`src/rtl/ultrasonic_scheduler.sv`:
```
// Ultrasonic ranging scheduler: round-robins up to four sensors, fires a
// trigger pulse on the selected one, times its echo-high width and reports
// the result, then idles for a cooldown gap before the next measurement.
`timescale 1ns/1ps
module ultrasonic_scheduler #(
  parameter int TRIGGER_CYCLES  = 60,
  parameter int MAX_ECHO_CYCLES = 139800,
  parameter int COOLDOWN_CYCLES = 1500000
) (
  input  logic        clk,
  input  logic        rst_n,
  input  logic        enable,
  input  logic [3:0]  sensor_mask,
  input  logic [3:0]  echo,
  output logic [3:0]  trig,
  output logic [23:0] result,
  output logic [1:0]  result_id,
  output logic        result_timeout,
  output logic        result_valid,
  output logic        busy,
  output logic [2:0]  dbg_state_o
);

  typedef enum logic [2:0] {
    S_IDLE      = 3'd0,
    S_SELECT    = 3'd1,
    S_TRIGGER   = 3'd2,
    S_WAIT_ECHO = 3'd3,
    S_MEASURE   = 3'd4,
    S_COOLDOWN  = 3'd5
  } state_e;

  localparam logic [23:0] TRIG_LAST = 24'(TRIGGER_CYCLES - 1);
  localparam logic [23:0] ECHO_MAX  = 24'(MAX_ECHO_CYCLES);
  localparam logic [23:0] ECHO_LAST = 24'(MAX_ECHO_CYCLES - 1);
  localparam logic [23:0] COOL_LAST = 24'(COOLDOWN_CYCLES - 1);

  state_e      state_q, state_d;
  logic [23:0] cnt_q, cnt_d;
  logic [23:0] cnt_inc;
  logic [1:0]  sel_q, sel_d;
  logic [3:0]  echo_s1_q, echo_s2_q;
  logic        echo_sel;
  logic [23:0] result_q, result_d;
  logic [1:0]  id_q, id_d;
  logic        to_q, to_d;
  logic        valid_q, valid_d;

  // First set mask bit strictly after ptr, wrapping 3->0; ptr itself is
  // checked last so a single-sensor mask keeps picking the same sensor.
  function automatic logic [1:0] next_pick(input logic [1:0] ptr, input logic [3:0] mask);
    logic [1:0] idx;
    logic [1:0] pick;
    logic       found;
    pick  = ptr;
    found = 1'b0;
    for (int k = 1; k <= 4; k++) begin
      idx = ptr + 2'(k);
      if (!found && mask[idx]) begin
        pick  = idx;
        found = 1'b1;
      end
    end
    return pick;
  endfunction

  assign echo_sel = echo_s2_q[sel_q];
  // Saturating increment so no counter can ever wrap.
  assign cnt_inc  = (cnt_q == 24'hFF_FFFF) ? cnt_q : cnt_q + 24'd1;

  // Two-flop synchronizer on every raw echo line.
  always_ff @(posedge clk or negedge rst_n) begin
    if (!rst_n) begin
      echo_s1_q <= '0;
      echo_s2_q <= '0;
    end else begin
      echo_s1_q <= echo;
      echo_s2_q <= echo_s1_q;
    end
  end

  // State, counter, round-robin pointer and report registers.
  always_ff @(posedge clk or negedge rst_n) begin
    if (!rst_n) begin
      state_q  <= S_IDLE;
      cnt_q    <= '0;
      sel_q    <= 2'd3;
      result_q <= '0;
      id_q     <= '0;
      to_q     <= 1'b0;
      valid_q  <= 1'b0;
    end else begin
      state_q  <= state_d;
      cnt_q    <= cnt_d;
      sel_q    <= sel_d;
      result_q <= result_d;
      id_q     <= id_d;
      to_q     <= to_d;
      valid_q  <= valid_d;
    end
  end

  // Next-state logic; every report loads the result registers and enters
  // COOLDOWN on the same edge, so result_valid coincides with COOLDOWN entry.
  always_comb begin
    state_d  = state_q;
    cnt_d    = cnt_q;
    sel_d    = sel_q;
    result_d = result_q;
    id_d     = id_q;
    to_d     = to_q;
    valid_d  = 1'b0;
    case (state_q)
      S_IDLE: begin
        if (enable && (sensor_mask != 4'd0)) begin
          state_d = S_SELECT;
          cnt_d   = '0;
        end
      end
      S_SELECT: begin
        if (sensor_mask == 4'd0) begin
          state_d = S_IDLE;
        end else begin
          sel_d   = next_pick(sel_q, sensor_mask);
          state_d = S_TRIGGER;
          cnt_d   = '0;
        end
      end
      S_TRIGGER: begin
        if (cnt_q >= TRIG_LAST) begin
          state_d = S_WAIT_ECHO;
          cnt_d   = '0;
        end else begin
          cnt_d = cnt_inc;
        end
      end
      S_WAIT_ECHO: begin
        if (echo_sel) begin
          // The cycle that shows the rise is the first echo-high cycle.
          state_d = S_MEASURE;
          cnt_d   = 24'd1;
        end else if (cnt_q >= ECHO_LAST) begin
          state_d  = S_COOLDOWN;
          cnt_d    = '0;
          result_d = '0;
          id_d     = sel_q;
          to_d     = 1'b1;
          valid_d  = 1'b1;
        end else begin
          cnt_d = cnt_inc;
        end
      end
      S_MEASURE: begin
        if (!echo_sel) begin
          state_d  = S_COOLDOWN;
          cnt_d    = '0;
          result_d = cnt_q;
          id_d     = sel_q;
          to_d     = 1'b0;
          valid_d  = 1'b1;
        end else if (cnt_q >= ECHO_LAST) begin
          state_d  = S_COOLDOWN;
          cnt_d    = '0;
          result_d = ECHO_MAX;
          id_d     = sel_q;
          to_d     = 1'b1;
          valid_d  = 1'b1;
        end else begin
          cnt_d = cnt_inc;
        end
      end
      S_COOLDOWN: begin
        if (cnt_q >= COOL_LAST) begin
          state_d = enable ? S_SELECT : S_IDLE;
          cnt_d   = '0;
        end else begin
          cnt_d = cnt_inc;
        end
      end
      default: begin
        state_d = S_IDLE;
        cnt_d   = '0;
      end
    endcase
  end

  // Trigger is decoded from registered state, so an async reset clears it
  // immediately without waiting for a clock edge.
  always_comb begin
    trig = 4'd0;
    if (state_q == S_TRIGGER) trig[sel_q] = 1'b1;
  end

  assign busy           = (state_q != S_IDLE);
  assign result         = result_q;
  assign result_id      = id_q;
  assign result_timeout = to_q;
  assign result_valid   = valid_q;
  assign dbg_state_o    = state_q;

endmodule

```
`config.mk`:
```
export PLATFORM = sky130hd
export DESIGN_NAME = ultrasonic_scheduler
export DESIGN_NICKNAME = d
export VERILOG_FILES = /design/src/rtl/ultrasonic_scheduler.sv
export SDC_FILE = /design/constraint.sdc
export NUM_CORES = 1
export LEC_CHECK = 0
export CORE_MARGIN = 2
export CORE_UTILIZATION = 40
export CTS_CLUSTER_DIAMETER = 150
export DETAILED_ROUTE_END_ITERATION = 16
export GPL_TIMING_DRIVEN = 0
export PLACE_DENSITY = 0.68
export SYNTH_ARGS = -nofsm -noshare
export SYNTH_HDL_FRONTEND = slang
export SYNTH_SLANG_ARGS = --single-unit
```
`constraint.sdc`:
```
create_clock -name clk -period 3.27 [get_ports clk]
set_clock_uncertainty 0.15 [all_clocks]
set_input_delay 0.654 -clock clk [delete_from_list [all_inputs] [get_ports clk]]
set_output_delay 0.654 -clock clk [all_outputs]
set_load 0.005 [all_outputs]
```
==> results of run 1 <==
==> power by group through the flow <==
stage	logic (uW)	registers [uW]	clock network [uW]
detailed placement	1150	995	0
global placement	1130	996	0
floorplan	773	982	0
global route	1290	995	743
finish	1160	983	688
CTS	1160	983	709
==> worst max path at each step <==
stage | startpoint | endpoint | slack [ns] | depth (start not counted)
6_report | cnt_q[0] | result[18] | 0.19 | 7
5_1_grt | cnt_q[0] | result[12] | 0.006 | 7
4_1_cts | cnt_q[0] | result[18] | 0.18 | 7
3_5_place_dp | cnt_q[0] | result_id[1] | 0.21 | 8
3_3_place_gp | rst_n | echo_s1_q[2] | -0.71 | 1
2_1_floorplan | sel_q[0] | cnt_q[19] | 0.64 | 8
==> cell usage after synthesis (all sizes together), types with 4 or more instances <==
cell	instances
inv	7
nor2	15
a21oi	14
nor3b	7
nand4	10
o21a	7
o211ai	4
dfrtp	63
and3	6
a22o	19
or3	13
ha	5
nand3	14
clkbuf	15
nor3	7
and2	8
buf	6
nor4	4
mux4	4
o21ai	28
o22a	5
nand2	15
==> layer usage <==
layer | global-route usage [%] | vias to the layer above | share of wire [%]
met2 | 28.9 | 68 | 46
li1 | - | 1337 | -
met5 | 0 | - | 0
met1 | 26.2 | 1392 | 47
met4 | 8.21 | 0 | 2.4
met3 | 3.56 | 18 | 4.4
==> sequential cells by signal (all words and copies together), names as in the netlist <==
name            count
cnt_q              24
result             24
echo_s1_q           4
echo_s2_q           4
dbg_state_o         3
result_id           2
sel_q               2
result_timeout      1
result_valid        1
==> cell type report <==
class	count	share of cell area (%)
Sequential cell	65	39.5
Multi-Input combinational cell	226	38.5
Timing Repair Buffer	46	11.1
Tap cell	105	3.19
Clock buffer	9	3.00
Buffer	21	2.25
Clock inverter	7	1.82
Inverter	7	0.637
==> worst register-to-register path: stages (launching register included) <==
cell	delay, ns
dfrtp_1	0.43
ha_1	0.29
a21o_1	0.20
a2111oi_2	0.47
o221ai_4	0.28
o22ai_1	0.69
buf_2	0.35
a22o_1	0.16
==> placed cells by master, fill, tap and decap left out, types with 6 or more instances in the layout <==
cell / instances
and3_1: 6
nand4_1: 10
nor3_1: 6
o21a_1: 7
inv_1: 7
nor2_1: 14
clkbuf_1: 15
nand2_1: 15
clkbuf_8: 9
a21oi_1: 14
nor3b_1: 7
o21ai_0: 18
a22o_1: 19
and2_1: 8
or3_1: 12
clkdlybuf4s50_1: 45
dfrtp_1: 63
o21ai_1: 10
nand3_1: 14
==> per-stage QoR <==
stage	worst slack (ns)	cell area, sq um	hold WS, ns
floorplan	0.636	3340	0.181
global placement	-0.712	3930	0.182
detailed placement	0.213	3930	0.185
CTS	0.178	4120	0.202
global route	0.00595	4120	0.219
finish	0.193	4120	0.200
==> kinds of logic (layout without fill, tap and decap cells) <==
| logic type | Yosys count | after routing | share of synthesized area, % |
|---|---|---|---|
| AND/OR/NAND/NOR | 113 | 113 | 20.0 |
| AO/OA/AOI/OAI | 102 | 102 | 22.5 |
| flip-flops | 65 | 65 | 48.8 |
| buffers and inverters | 28 | 90 | 3.56 |
| adder cells (fa/ha/maj) | 5 | 5 | 1.88 |
| multiplexers | 5 | 5 | 3.00 |
| XOR/XNOR | 1 | 1 | 0.263 |
==> results.cfg, run 1 <==
[final_layout]
stdcell_count = 486
nets = 392
ff_latch_area_sq_um = 1630
syn2layout_area_growth_pct = 23.6
multi_input_area_sq_um = 1590
post-route-util_pct = 50.7
antenna_cells = 0
drive_gt1_share_pct = 11.0
nFillCells = 746

[place]
io_buffers = 46
dp_hpwl_um = 5460
place.gp.congestion = 0.846
dp.cells = 470

[power]
pwr-share-clk_pct = 24.3
power_uw = 2830
switching_share_pct = 36.2
internal-power_uw = 1800
p_per_area_nw_per_um2 = 685
p_comb_share_pct = 40.9
ir_drop_mv = 0.434
seq_power_share_pct = 34.8
netSwitchingPower_uw = 1020
leakage_uw = 0.00168

[global_route]
groute.usage.overall_pct = 18.9
antenna_found_initial = 0
grt-ovfl-total = 0
grt_pass1_wl_um = 13300
first_global_vias = 2662
grt_start_max_net_pins = 66

[clock_network]
post_cts_resize_count = 0
cts_sinks = 65
cts_tree = done
cts_max_level = 3
cts_buffers = 9
worstSkewPairLatency_ns = 0.35
cts_buffer_depth = 2
post_cts_buffers = 0
cts_hold_buf = 0
clk_pin_slew_worst_paths_ns = 0.07
cts-root-buf = clkbuf_8

[yosys]
synth_edf_count = 0
syn_nets = 335
netlist-cell-type-count = 59
ys_warn_count = 0
synth_area_per_cell_sq_um = 10.5
async_reset_ff_share_pct = 100
seq_area_frac_synth_pct = 48.8
netlist.area_leader.share_pct = 47.3
post-synth-top-area-cell = dfrtp_1
ys_ff_latch = 65
yosys-top-cells-area = dfrtp_1 (47%), a22o_1 (5.0%), o21ai_0 (2.7%)
synth_area_sq_um = 3340
synthesis.instances = 319
synth_ff_type = dfrtp_1

[die]
die-area_sq_um = 9090
die_w_um = 95.3
io_pins = 47
core_sq_um = 8130
die_h_um = 95.3
row_count = 33
initial_core_util_pct = 41.0

[min_path]
holdPathEnd = echo_s2_q[2]
worstHoldPathType = register to register
min-delay-start = echo_s1_q[2]
hold_path_depth = 0

[detailed_routing]
initialDrtViolationCount = 147
drc = 0
first_pass_iters = 4
routed_wl_um = 7830
drtAntennaViolNets = 0
dr_total_vias = 2815
vias_per_cell = 5.79
post_drt_wl_per_cell_um = 16.1

[setup_path]
reg2reg_slack_ns = 0.19
start_kind = register
cp_slowest_cell = o22ai_1
critPathTopFamily = compound AO/OA/AOI/OAI gates
r2r-end = result[18]
worst-path-buf-inv = 1
crit_type = register to register
crit_path_max_fanout = 10
reg2reg_depth = 7
rr_startpoint = cnt_q[0]
worst_path_largest_cell_delay_ns = 0.68
crit_required_ns = 3.40
worstPathCellList = ha_1 > a21o_1 > a2111oi_2 > o221ai_4 > o22ai_1 > buf_2 > a22o_1
cp-end-kind = register
arrival_ns = 3.21

[sta]
finalCriticalPeriod_ns = 3.08
fmax_mhz = 325
setup_viol = 0
post-route-period-util_pct = 94.1
rsz0062_at_grt = false
hold_viol = 0
tightest_slew_ns = 0.912
slew_violations = 0
fin_tns_setup_ns = 0
slew_headroom_pct = 38.5

[outcome]
status = complete, no violations

[job]
cap_violations = 0
(Power assumes the default switching activity.)
==> run 2: changes to the inputs <==
--- a/config.mk
+++ b/config.mk
@@ -9,8 +9,9 @@
 export CORE_UTILIZATION = 40
 export CTS_CLUSTER_DIAMETER = 150
 export DETAILED_ROUTE_END_ITERATION = 16
+export DONT_BUFFER_PORTS = 1
 export GPL_TIMING_DRIVEN = 0
-export PLACE_DENSITY = 0.68
+export PLACE_DENSITY = 0.6
 export SYNTH_ARGS = -nofsm -noshare
 export SYNTH_HDL_FRONTEND = slang
 export SYNTH_SLANG_ARGS = --single-unit
==> results.cfg, run 2 (synthesized netlist as in run 1, its figures left out) <==
[outcome]
status = complete, no violations

[detailed_routing]
first_pass_iters = 5
drc = 0
vias_per_cell = 5.92
dr_total_vias = 2612
routed_wl_um = 7890
post_drt_wl_per_cell_um = 17.9
initialDrtViolationCount = 143
drtAntennaViolNets = 0

[clock_network]
post_cts_buffers = 0
post_cts_resize_count = 0
cts_sinks = 65
cts_tree = done
worstSkewPairLatency_ns = 0.35
cts_buffers = 9
cts_buffer_depth = 2
cts-root-buf = clkbuf_8
clk_pin_slew_worst_paths_ns = 0.08
cts_max_level = 3

[setup_path]
arrival_ns = 3.15
start_kind = register
reg2reg_slack_ns = 0.25
worst-path-buf-inv = 1
cp-end-kind = register
critPathTopFamily = compound AO/OA/AOI/OAI gates
crit_required_ns = 3.40
worst_path_largest_cell_delay_ns = 0.59
crit_type = register to register
reg2reg_depth = 7
cp_slowest_cell = o22ai_1
crit_start = cnt_q[0]
worstPathCellList = ha_1 > a21o_1 > a2111oi_2 > o221ai_4 > o22ai_1 > buf_2 > a22o_1
crit_cells = 7
crit_path_max_fanout = 10
endpoint = result[23]
r2r-end = result[23]
rr_startpoint = cnt_q[0]

[power]
internal-power_uw = 1610
p_per_area_nw_per_um2 = 714
leakage_uw = 0.00151
switching_share_pct = 38.7
pwr-share-clk_pct = 23.9
netSwitchingPower_uw = 1020
p_comb_share_pct = 38.1
ir_drop_mv = 0.368
seq_power_share_pct = 38.0

[global_route]
first_global_vias = 2581
groute.usage.overall_pct = 19.1
antenna_found_initial = 0
grt_start_max_net_pins = 66
grt-ovfl-total = 0
grt_pass1_wl_um = 13000

[die]
row_count = 33
core_sq_um = 8130
die_w_um = 95.3
die-area_sq_um = 9090
die_h_um = 95.3
io_pins = 47
initial_core_util_pct = 41.0

[sta]
rsz0062_at_grt = false
fin_tns_setup_ns = 0
whs_ns = 0.0257
slew_violations = 0
hold_viol = 0
setup_viol = 0
fmax_mhz = 331
finalCriticalPeriod_ns = 3.02
slew_headroom_pct = 35.1
post-route-period-util_pct = 92.3
tightest_slew_ns = 0.964

[place]
dp_hpwl_um = 5520
place.gp.congestion = 0.874
io_buffers = 0
dp.cells = 424

[final_layout]
syn2layout_area_growth_pct = 10.2
layout_commonest_cell = dfrtp_1
layout_common_cells = dfrtp_1 (63), a22o_1 (19), o21ai_0 (18), clkbuf_1 (15), nand2_1 (15)
antenna_cells = 0
post-route-util_pct = 45.2
drive_gt1_share_pct = 12.5
stdcell_count = 441
nets = 347

[min_path]
worstHoldPathType = input port to asynchronous set/reset pin

[job]
cap_violations = 0
run 2: cell count changes in the layout (fill, tap and decap cells not counted):
cell             previous run  this run
clkdlybuf4s50_1            45         0
inv_6                       3         0
clkinv_4                    1         3
buf_16                      0         1
buf_4                       1         0
bufinv_16                   1         0
clkbuf_8                    9        10
clkinvlp_4                  0         1
run 2: layout make-up:
cell class / instances / area (sq um)
clock buffer: 10 / 138
buffer: 21 / 92.6
sequential: 65 / 1630
timing repair buffer: 1 / 27.5
tap: 105 / 131
clock inverter: 6 / 43.8
fill: 752 / 4460
multi-input combinational: 226 / 1590
inverter: 7 / 26.3
run 2: how the worst min path moves through the flow:
stage | from | end | slack [ns] | depth (start not counted)
4_1_cts | rst_n | result[9] | 0.03 | 1
5_1_grt | rst_n | result[9] | 0.03 | 1
3_5_place_dp | echo_s1_q[3] | echo_s2_q[3] | 0.19 | 0
2_1_floorplan | echo_s1_q[0] | echo_s2_q[0] | 0.18 | 0
3_3_place_gp | echo_s1_q[3] | echo_s2_q[3] | 0.18 | 0
6_report | rst_n | result[9] | 0.03 | 1
run 2: what timing repair did:
action,in CTS,in global routing
endpoints found under the hold margin,65,0
hold buffers,1,0
endpoints found under the setup margin,0,0
run 2: power by group through the flow:
stage / combinational (uW) / sequential [uW] / clock (uW)
6_report: 1000 / 997 / 626
5_1_grt: 1110 / 1010 / 677
3_5_place_dp: 986 / 1010 / 0
2_1_floorplan: 773 / 982 / 0
3_3_place_gp: 963 / 1010 / 0
4_1_cts: 1010 / 997 / 644
run 2: per-layer routing:
layer,wire [um],track usage (%),vias up
met3,472,5.14,8
met2,3670,29.3,68
met1,3660,25.6,1281
met5,0,0,-
li1,-,-,1255
met4,83,7.61,0
run 2: metrics by stage:
step	instance area (sq um)	setup slack, ns	total power [uW]
floorplan	3340	0.636	1760
global placement	3470	0.273	1970
detailed placement	3470	0.254	2000
CTS	3680	0.222	2650
global route	3680	0.0495	2800
finish	3680	0.252	2620
==> run 3: changes to the inputs <==
--- a/config.mk
+++ b/config.mk
@@ -5,6 +5,7 @@
 export SDC_FILE = /design/constraint.sdc
 export NUM_CORES = 1
 export LEC_CHECK = 0
+export CORE_ASPECT_RATIO = 1.1
 export CORE_MARGIN = 2
 export CORE_UTILIZATION = 40
 export CTS_CLUSTER_DIAMETER = 150
==> results.cfg, run 3 (synthesized netlist as in run 1, its figures left out) <==
[setup_path]
crit_path_max_fanout = 10
worst_path_largest_cell_delay_ns = 0.63
worst-path-buf-inv = 1
cp_slowest_cell = o22ai_1
crit_required_ns = 3.40
crit_type = register to register
arrival_ns = 3.13
cp-end-kind = register
worstPathCellList = ha_1 > a21o_1 > a2111oi_2 > o221ai_4 > o22ai_1 > buf_2 > a22o_1
start_kind = register
critPathTopFamily = compound AO/OA/AOI/OAI gates

[sta]
setup_viol = 0
whs_ns = 0.0338
rsz0062_at_grt = false
fmax_mhz = 333
hold_viol = 0
slew_violations = 0
tightest_slew_ns = 1.15
slew_headroom_pct = 22.7
post-route-period-util_pct = 91.7
finalCriticalPeriod_ns = 3.00
fin_tns_setup_ns = 0

[final_layout]
antenna_cells = 0
layout_common_cells = dfrtp_1 (63), a22o_1 (19), o21ai_0 (18), clkbuf_1 (16), nand2_1 (15)
stdcell_count = 444
drive_gt1_share_pct = 11.9
syn2layout_area_growth_pct = 12.0
nets = 348
layout_commonest_cell = dfrtp_1

[die]
initial_core_util_pct = 41.7
die_w_um = 91.1
die_h_um = 99.8
row_count = 34
die-area_sq_um = 9090
io_pins = 47
core_sq_um = 8000

[detailed_routing]
routed_wl_um = 8100
dr_total_vias = 2640
drtAntennaViolNets = 0
post_drt_wl_per_cell_um = 18.2
drc = 0
wl_met2_um = 3940
initialDrtViolationCount = 165
first_pass_iters = 4
wl_met1_um = 3590
topRoutingLayerUsed = met4
dr_wl_met3_um = 462
vias_per_cell = 5.95

[clock_network]
clk_pin_slew_worst_paths_ns = 0.07
cts_tree = done
cts_hold_buf = 2
cts_sinks = 65
worstSkewPairLatency_ns = 0.34
cts_buffer_depth = 2
post_cts_resize_count = 0
cts_max_level = 3
cts-root-buf = clkbuf_8
post_cts_buffers = 0
cts_buffers = 9

[global_route]
antenna_found_initial = 0
groute.usage.overall_pct = 18.7
grt-ovfl-total = 0
grt_pass1_wl_um = 13500
first_global_vias = 2643
grt_start_max_net_pins = 64

[place]
place.gp.congestion = 0.863
dp.cells = 427
io_buffers = 0
dp_hpwl_um = 5580

[job]
cap_violations = 0

[min_path]
worstHoldPathType = input port to asynchronous set/reset pin

[power]
ir_drop_mv = 0.375
p_per_area_nw_per_um2 = 749
leakage_uw = 0.00154

[outcome]
status = complete, no violations
run 3: cell types whose count changed in the layout (fill, tap and decap cells not counted):
cell           delta
clkinv_4          -3
bufinv_16         +2
clkbuf_8          +2
clkinv_2          -2
clkbuf_1          +1
clkinvlp_4        -1
dlygate4sd3_1     +1
run 3: final cells by class:
class	instances	area (sq um)
multi-input combinational	226	1590
sequential	65	1630
inverter	7	26.3
timing repair buffer	2	37.5
clock inverter	2	60.1
fill	786	4260
clock buffer	13	169
buffer	21	92.6
tap	108	135
run 3: report_power, final:
group	leakage (uW)	switching, uW	internal (uW)
Sequential	0.000867	96.3	904
Clock	0.000116	305	489
Combinational	0.000559	596	408
run 3: per-layer routing:
| layer | GRT usage, % | up-vias |
|---|---|---|
| li1 | - | 1252 |
| met1 | 23.6 | 1321 |
| met4 | 5.59 | 0 |
| met3 | 5.78 | 13 |
| met2 | 31.1 | 54 |
| met5 | 0 | - |
run 3: worst paths after layout:
kind	to	from	cells after the start	slack (ns)
worst max-delay path	result[12]	cnt_q[0]	7	0.27
worst min-delay path	result[10]	rst_n	1	0.03
worst max register to register	result[12]	cnt_q[0]	7	0.27
worst min register to register	echo_s2_q[3]	echo_s1_q[3]	0	0.20
max in group asynchronous	sel_q[0]	rst_n	1	2.22
min in group clk	echo_s1_q[0]	echo[0]	0	0.19
run 3: metrics by stage:
stage	cell area, sq um	util [%]	setup WS (ns)	total power, uW
global route	3740	46.7	0.0457	2960
detailed placement	3470	43.4	0.255	2000
floorplan	3340	-	0.636	1760
CTS	3740	46.7	0.215	2820
global placement	3470	43.4	0.264	1990
finish	3740	46.7	0.271	2800
